`config.mk`:
```
export PLATFORM = sky130hd
export DESIGN_NAME = einsum_red_seq
export DESIGN_NICKNAME = d
export VERILOG_FILES = /design/src/rtl/einsum_red_seq.sv
export SDC_FILE = /design/constraint.sdc
export NUM_CORES = 1
export LEC_CHECK = 0
export ABC_CLOCK_PERIOD_IN_PS = 2600
export CAP_MARGIN = 10
export CORE_MARGIN = 2
export CORE_UTILIZATION = 40
export CTS_CLUSTER_SIZE = 16
export DETAILED_ROUTE_END_ITERATION = 7
export PLACE_DENSITY = 0.94
export SLEW_MARGIN = 20
export SYNTH_ARGS = -nofsm -noshare
export SYNTH_HDL_FRONTEND = slang
export SYNTH_SLANG_ARGS = --single-unit
```
`constraint.sdc`:
```
create_clock -name i_clk -period 2.6 [get_ports i_clk]
set_input_delay 0.52 -clock i_clk [delete_from_list [all_inputs] [get_ports i_clk]]
set_output_delay 0.52 -clock i_clk [all_outputs]
set_load 0.01 [all_outputs]
```
`src/rtl/einsum_red_seq.sv`:
```
// Sequential log-space reduction controller: streams elements into an external adder and returns the sum.
// Optional busy-cycle counter output o_cycles is built when EINSUM_RED_PERF_CNT_EN is defined.
module einsum_red_seq #(
  parameter int LEN_W  = 8,
  parameter int WORD_W = 24
) (
  input  logic              i_clk,
  input  logic              i_rst,
  input  logic              i_start,
  input  logic [LEN_W-1:0]  i_len,
  input  logic              i_elem_valid,
  output logic              o_elem_ready,
  input  logic [WORD_W-1:0] i_elem,
  output logic              o_add_en,
  output logic              o_add_bypass,
  output logic [WORD_W-1:0] o_operand_a,
  output logic [WORD_W-1:0] o_operand_b,
  input  logic [WORD_W-1:0] i_add_sum,
  output logic              o_result_valid,
  input  logic              i_result_ready,
  output logic [WORD_W-1:0] o_result,
  output logic              o_busy,
`ifdef EINSUM_RED_PERF_CNT_EN
  output logic [15:0]       o_cycles,
`endif
  output logic [1:0]        o_dbg_state
);

  // Handshakes: a transfer happens on a rising edge where valid and ready are both high.
  typedef enum logic [1:0] {
    S_IDLE  = 2'd0,
    S_ISSUE = 2'd1,
    S_WAIT  = 2'd2,
    S_DONE  = 2'd3
  } state_t;

  state_t             state_q, state_d;
  logic [LEN_W-1:0]   rem_q, rem_d;
  logic               first_q, first_d;
  logic [WORD_W-1:0]  result_q, result_d;

  always_ff @(posedge i_clk or posedge i_rst) begin
    if (i_rst) begin
      state_q  <= S_IDLE;
      rem_q    <= '0;
      first_q  <= 1'b0;
      result_q <= '0;
    end else begin
      state_q  <= state_d;
      rem_q    <= rem_d;
      first_q  <= first_d;
      result_q <= result_d;
    end
  end

  always_comb begin
    state_d  = state_q;
    rem_d    = rem_q;
    first_d  = first_q;
    result_d = result_q;
    case (state_q)
      S_IDLE: begin
        if (i_start) begin
          if (i_len != '0) begin
            rem_d   = i_len;
            first_d = 1'b1;
            state_d = S_ISSUE;
          end else begin
            result_d = '0;
            state_d  = S_DONE;
          end
        end
      end
      S_ISSUE: begin
        if (i_elem_valid) begin
          first_d = 1'b0;
          rem_d   = rem_q - LEN_W'(1);
          state_d = S_WAIT;
        end
      end
      S_WAIT: begin
        // The adder's registered sum for the element just issued is visible here.
        if (rem_q == '0) begin
          result_d = i_add_sum;
          state_d  = S_DONE;
        end else begin
          state_d = S_ISSUE;
        end
      end
      S_DONE: begin
        if (i_result_ready) state_d = S_IDLE;
      end
      default: state_d = S_IDLE;
    endcase
  end

  always_comb begin
    o_elem_ready   = 1'b0;
    o_add_en       = 1'b0;
    o_add_bypass   = 1'b0;
    o_operand_a    = '0;
    o_operand_b    = '0;
    o_result_valid = 1'b0;
    case (state_q)
      S_ISSUE: begin
        o_elem_ready = 1'b1;
        if (i_elem_valid) begin
          o_add_en     = 1'b1;
          o_add_bypass = first_q;
          o_operand_a  = i_elem;
          o_operand_b  = i_add_sum;
        end
      end
      S_DONE:  o_result_valid = 1'b1;
      default: ;
    endcase
  end

  assign o_result    = result_q;
  assign o_busy      = (state_q != S_IDLE);
  assign o_dbg_state = state_q;

`ifdef EINSUM_RED_PERF_CNT_EN
  logic [15:0] cycles_q, cycles_d;

  // Starts at 1 so the first busy cycle is counted; DONE holds the final count.
  always_comb begin
    cycles_d = cycles_q;
    if (state_q == S_IDLE) begin
      if (i_start) cycles_d = 16'd1;
    end else if (state_q == S_ISSUE || state_q == S_WAIT) begin
      if (cycles_q != 16'hFFFF) cycles_d = cycles_q + 16'd1;
    end
  end

  always_ff @(posedge i_clk or posedge i_rst) begin
    if (i_rst) cycles_q <= '0;
    else       cycles_q <= cycles_d;
  end

  assign o_cycles = cycles_q;
`endif

endmodule

```
## Word-level counts from Yosys, hierarchy flattened

Index checks and enable logic that the tools add are counted.

- Equal/unequal tests: 9
- Add/subtract/negate cells: 1
- Mux-type cells: 28
- Reductions and logical operators: 9

Operators by type and width:

| kind | number |
|---|---|
| 2-to-1 mux 24 bit | 7 |
| case mux 24 bit (2 select lines) | 1 |
| 2-to-1 mux 8 bit | 3 |
| case mux 8 bit (2 select lines) | 1 |
| != test 2 bit (second input constant) | 6 |
| 2-to-1 mux 2 bit | 5 |
| 2-to-1 mux 1 bit | 9 |
| zero test 8 bit | 1 |
| case mux 2 bit (4 select lines) | 1 |
| AND reduction 4 bit | 2 |
| nonzero test 8 bit | 1 |
| subtractor 8 x 1 -> 8 bit (second input constant) | 1 |
| nonzero test 2 bit | 3 |
| equality test 2 bit (second input constant) | 2 |
| AND reduction 3 bit | 1 |
| equality test 2 x 1 -> 1 bit (second input constant) | 1 |
| zero test 2 bit | 1 |
| case mux 1 bit (2 select lines) | 1 |

- Output and inout port bits: 79
- Logic and storage cells: 51
- Bits of input ports: 61
- Bits in registers: 35

## Depth between registers and ports, before layout

Gate-level depths: netlist of run 1.

- Word-level depth: 4
- Mapped depth: 7
- Mapped depth without buffers: 6

## Worst setup path after synthesis of run 1

No wires, ideal clock.

- Path type: register to output
- Start point: reg state_q[1], in the netlist o_dbg_state[1]
- End point: out o_operand_a[14]
- Setup slack: 0.632 ns
- Stages on the path, launching flop included: 6
- Data arrival time: 1.448 ns
- Required time: 2.080 ns
- Path through: dfrtp_1 buf_4 nand2b_2 inv_1 clkbuf_1 and3_1

- Cells in the longest elaborated chain, start to end: 2

RTL lines:

| element | line | source |
|---|---|---|
| start: declaration | 37 | `state_t state_q, state_d;` |
| start signal: assignment | 49 | `state_q <= state_d;` |
| equality test 2 x 1 -> 1 bit | 104 | `case (state_q)` |
| 2-to-1 mux 24 bit | 104 |  |
| end: declaration | 16 | `output logic [WORD_W-1:0] o_operand_a,` |

No other way between the ends.

## Final worst setup path of run 1

- Start point: in i_elem_valid
- End point: out o_operand_b[9]

- Cells in the longest elaborated chain, start to end: 2

RTL lines:

| element | line | source |
|---|---|---|
| start: declaration | 11 | `input logic i_elem_valid,` |
| 2-to-1 mux 24 bit | 107 | `if (i_elem_valid) begin` |
| 2-to-1 mux 24 bit | 104 |  |
| end: declaration | 17 | `output logic [WORD_W-1:0] o_operand_b,` |

No other way between the ends.

==> results.toml, run 1 <==
[floorplanning]
die_x_um = 78.4
num_io_pins = 140
num_rows = 27
die_h_um = 78.4
start_util_pct = 40.7
core_sq_um = 5440
die_area_sq_um = 6150

[grt]
track_usage_pct = 22.3
antenna_found_initial = 0
grt.met2_usage_pct = 39.5
first_global_vias = 2343
top_usage_layer = "met2"
use_met3_pct = 5.17
grt_pass1_wl_um = 11000
globalRouteMet1Util_pct = 27.1
grt.overflow.total = 0
grt_max_degree = 54

[routing]
route.detailed.drc = 0
num_vias = 2456
final_antenna_net_count = 0
via_per_inst = 5.32
post_drt_wl_per_cell_um = 15.0
dr.pass1.iters = 4
drt-initial-drc-count = 86
routed_wl_um = 6950

[min_path]
hold_path.class = "reg2reg"
holdPathEnd = "o_result[19]"
holdCritStartpoint = "o_result[19]"
hold_depth = 2

[synthesis]
synth.distinct_cells = 41
synth-seq-area-share_pct = 39.5
synth_compound_area_share_pct = 18.6
synth.most_common_cell = "and3_1"
synth_top_family_by_area = "simple AND/OR/NAND/NOR gates"
synth_xor_area_share_pct = 0
yosysWarnings = 0
yosys_most_used_dff = "dfrtp_1"
syn_area_sq_um = 2210
avgSynthCellArea_sq_um = 8.65
synth_area_leader_cell = "dfrtp_1"
async_flop_share_pct = 100
synth_edf_count = 0
synthCells = 256
synth_top_area_share_pct = 39.5
synth_common_cells = "and3_1, dfrtp_1, nand2_1"
yosys.area_share.simple_pct = 33.8
ys_ff_latch = 35
syn_nets = 319
synth_mux_area_share_pct = 0.452
yosys.area_share.adder_pct = 1.13
synthTopCellsByArea = "dfrtp_1, and3_1, o21ai_2"

[clock_tree]
clk_latency_ns = 0.28
cts_tree = "done"
cts_max_path_buffers = 2
clock_sinks = 35
cts_max_level = 2
ctsHoldBuffers = 0
clock_tree.root_cell = "clkbuf_8"
cts_buffers = 5
cts_resized = 0
clk_pin_slew_worst_paths_ns = 0.07
post-cts-setup-buffer-count = 0

[pwr]
p_leak_nw = 1.66
peakVddDrop_v = 0.000476
p_per_area_nw_per_um2 = 712

[sta]
skew_ns = 0.00631
hold_slack_ns = 0.506
drv_slew = 0
hold_viol_final = 0
setup_violations = 0
period_minus_slack_ns = 2.51
fin_setup_tns_ns = 0
rsz0062_at_grt = "no"
worst_pin_slew_ns = 0.514
fmax_mhz = 399
min_period_over_period_pct = 96.4
relSlewSlack_pct = 65.5

[worst_setup_path]
worstReg2RegEnd = "rem_q[6]"
crit_type = "in2out"
rr_worst_depth = 6
r2r_setup_slack_ns = 0.67
r2r_start = "rem_q[0]"
endpoint_kind = "primary output"
startpoint_type = "primary input"
crit_arrival_ns = 1.99
path_max_fanout = 53
startpoint = "i_elem_valid"
cp.required_ns = 2.08

[flow_run]
maxCapViolations = 0

[final_layout]
n_fill_cell = 448
nets = 453
area_growth_pct = 71.6
drive_gt1_share_pct = 12.3
diodes = 0

[place]
io_buffers = 139
gp_congestion = 0.834
post-dp-hpwl_um = 5160

[status]
outcome = "complete, no violations"
how the worst max path moves through the flow:
stage,endpoint,slack (ns),cells after the start
after floorplan,o_operand_a[14],0.63,5
after global placement,o_add_bypass,0.12,4
after detailed placement,o_add_bypass,0.10,4
after CTS,o_operand_a[6],0.003,5
after global routing,o_add_bypass,0.03,5
final,o_operand_b[9],0.09,4
layout by cell type, fill, tap and decap left out, types with 2 or more instances in the layout:
master,instances
and2_1,2
a32oi_1,2
a211oi_1,2
a22o_1,2
clkdlybuf4s50_1,139
ha_1,2
buf_4,8
nand4_1,2
nor4_4,2
buf_12,2
and3_1,49
nand3_1,25
o21ai_2,20
nor4_1,2
inv_1,7
a21oi_1,10
dfrtp_1,35
nor3_1,2
o21ai_1,2
clkbuf_8,5
nand2_1,29
nor2_1,12
o21ai_0,5
o22ai_1,3
stage by stage:
stage          setup WS, ns  cells  util, %  power [mW]  cell area, sq um
2_1_floorplan         0.632    256        -        1.53              2210
3_3_place_gp          0.119    455     67.7        2.16              3680
3_5_place_dp          0.104    455     67.7        2.20              3680
4_1_cts             0.00282    462     69.6        2.67              3780
5_1_grt              0.0332    462     69.9        2.87              3800
6_report             0.0933    462     69.9        2.70              3800
registers in the layout, indices dropped and copies added (netlist names):
name,flops
o_result,24
rem_q,8
o_dbg_state,2
first_q,1
cell families after synthesis:
family	after synthesis
AND/OR/NAND/NOR	133
flip-flops	35
multiplexers	1
adder cells (fa/ha/maj)	2
buffers and inverters	31
AO/OA/AOI/OAI	54
per-layer routing:
layer / up-vias / share of wire, %
li1: 1191 / -
met1: 1130 / 40
met2: 123 / 50
met3: 12 / 8.1
met4: 0 / 1.8
met5: - / 0
critical path: stages:
cell             delay (ns)
clkdlybuf4s50_1        0.50
buf_12                 0.20
and3_1                 0.18
clkdlybuf4s50_1        0.55
layout make-up:
type                            count  area (sq um)  share of cell area [%]
Multi-Input combinational cell    190          1200                    31.5
Clock inverter                      1          30.0                   0.790
Timing Repair Buffer              150          1500                    39.5
Sequential cell                    35           876                    23.0
Tap cell                           72          90.1                    2.37
Clock buffer                        6          72.6                    1.91
Inverter                            8          30.0                   0.790
report_power, final:
group | leakage, nW | total (mW) | switching (mW) | internal (mW)
logic | 1.14 | 1.50 | 0.740 | 0.757
registers | 0.462 | 0.738 | 0.0952 | 0.642
clock network | 0.0513 | 0.469 | 0.188 | 0.281
No activity file was read; power rests on OpenSTA's default activity.
==> run 2, diff against run 1 <==
--- a/config.mk
+++ b/config.mk
@@ -11,6 +11,7 @@
 export CORE_UTILIZATION = 40
 export CTS_CLUSTER_SIZE = 16
 export DETAILED_ROUTE_END_ITERATION = 7
+export GPL_TIMING_DRIVEN = 1
 export PLACE_DENSITY = 0.94
 export SLEW_MARGIN = 20
 export SYNTH_ARGS = -nofsm -noshare
==> results of run 2 <==
The final DEF is identical to that of run 1; final timing and power are the same.
==> run 3, diff against run 2 <==
==> constraint.sdc (replaced) <==
create_clock -name i_clk -period 2.6 [get_ports i_clk]
set_input_delay 0.52 -clock i_clk [delete_from_list [all_inputs] [get_ports i_clk]]
set_output_delay 0.52 -clock i_clk [all_outputs]
set_load 0.02 [all_outputs]
==> results.toml, run 3 (synthesis results as in run 1) <==
[pwr]
netSwitchingPower_mw = 1.15
clockPowerShare_pct = 13.6
p_leak_nw = 2.31
seqPwrFrac_pct = 27.4
switching_share_pct = 42.5
p_comb_share_pct = 59.0
intPower_mw = 1.56
peakVddDrop_v = 0.000472
p_per_area_nw_per_um2 = 697
p_total_mw = 2.70

[grt]
antenna_found_initial = 0
grt.overflow.total = 0
track_usage_pct = 22.1
grt_pass1_wl_um = 11000
grt_max_degree = 41
first_global_vias = 2420

[floorplanning]
num_io_pins = 140
die_x_um = 78.4
die_h_um = 78.4
num_rows = 27
die_area_sq_um = 6150
start_util_pct = 40.7
core_sq_um = 5440

[clock_tree]
clk_latency_ns = 0.27
cts_max_path_buffers = 2
post-cts-setup-buffer-count = 0
cts_tree = "done"
cts_buffers = 5
clk_pin_slew_worst_paths_ns = 0.07
clock_tree.root_cell = "clkbuf_8"
ctsHoldBuffers = 0
clock_sinks = 35
cts_max_level = 2

[place]
dpl_cell_area_sq_um = 3690
gp_congestion = 0.940
post-dp-hpwl_um = 5140
io_buffers = 139

[final_layout]
largest_reg_flops = 24
nets = 454
drive_gt1_share_pct = 12.2
design_area_sq_um = 3880
diodes = 0
area_growth_pct = 75.1
final_cell_mix = "clkdlybuf4s50_1, and3_1, dlymetal6s2s_1, dfrtp_1, nand2_1"
final_common_cell = "clkdlybuf4s50_1"

[routing]
route.detailed.drc = 0
post_drt_wl_per_cell_um = 14.6
routed_wl_um = 6750
dr.pass1.iters = 4
drt-initial-drc-count = 110
num_vias = 2475
final_antenna_net_count = 0
via_per_inst = 5.33

[sta]
relSlewSlack_pct = 63.3
skew_ns = 0.00220
fin_setup_tns_ns = 0
min_period_over_period_pct = 97.8
hold_viol_final = 0
fmax_mhz = 393
hold_slack_ns = 0.510
setup_violations = 0
rsz0062_at_grt = "yes"
worst_pin_slew_ns = 0.547
drv_slew = 0
period_minus_slack_ns = 2.54

[worst_setup_path]
crit_type = "in2out"
path_max_fanout = 40
crit_arrival_ns = 2.02
endpoint_kind = "primary output"
startpoint_type = "primary input"
cp.required_ns = 2.08

[flow_run]
maxCapViolations = 0

[min_path]
hold_path.class = "reg2reg"

[status]
outcome = "complete, no violations"
-- run 3: area by class of cell --
type,instances,area (sq um)
inverters,8,30.0
clock inverters,1,5.00
repair buffers,151,1600
flip-flops and latches,35,876
clock buffers,7,76.3
multi-input cells,190,1200
fillers,428,1560
well taps,72,90.1
-- run 3: routing by layer --
metal	up-vias	wire [um]	GRT usage [%]
li1	1195	-	-
met4	0	48	6.32
met1	1155	2660	25.8
met2	121	3460	39.1
met3	4	592	7.01
met5	-	0	0
-- run 3: final timing paths --
kind                               from              to  slack, ns  cells after the start
max                        i_elem_valid  o_operand_b[7]       0.06                      4
max in group asynchronous         i_rst         first_q       1.63                      3
max reg2reg                    rem_q[0]        rem_q[6]       0.69                      6
min in group asynchronous         i_rst        rem_q[3]       0.65                      3
min reg2reg                o_result[21]    o_result[21]       0.51                      2
min                        o_result[21]    o_result[21]       0.51                      2
-- run 3: per-stage QoR --
| step | setup WS (ns) | util [%] | std cells |
|---|---|---|---|
| after global placement | 0.0765 | 67.8 | 456 |
| after global routing | -0.0546 | 71.3 | 464 |
| after floorplan | 0.411 | - | 256 |
| after CTS | 0.0131 | 69.4 | 464 |
| final | 0.0565 | 71.3 | 464 |
| after detailed placement | 0.0241 | 67.8 | 456 |
-- run 3: power groups by stage --
stage | registers [mW] | clock network (mW) | logic (mW)
6_report | 0.741 | 0.366 | 1.60
5_1_grt | 0.756 | 0.400 | 1.73
4_1_cts | 0.738 | 0.376 | 1.61
3_5_place_dp | 0.746 | 0 | 1.60
3_3_place_gp | 0.741 | 0 | 1.56
2_1_floorplan | 0.757 | 0 | 0.920
-- run 3: worst max-delay path, cell delays in order --
cell and delay (ns):
clkdlybuf4s50_1 0.53, buf_12 0.19, and3_1 0.16, clkdlybuf4s50_1 0.61
-- run 3: what timing repair did --
action | in CTS | in global routing
setup endpoints to repair | 28 | 50
pin swaps | 0 | 0
gates resized for setup | 1 | 41
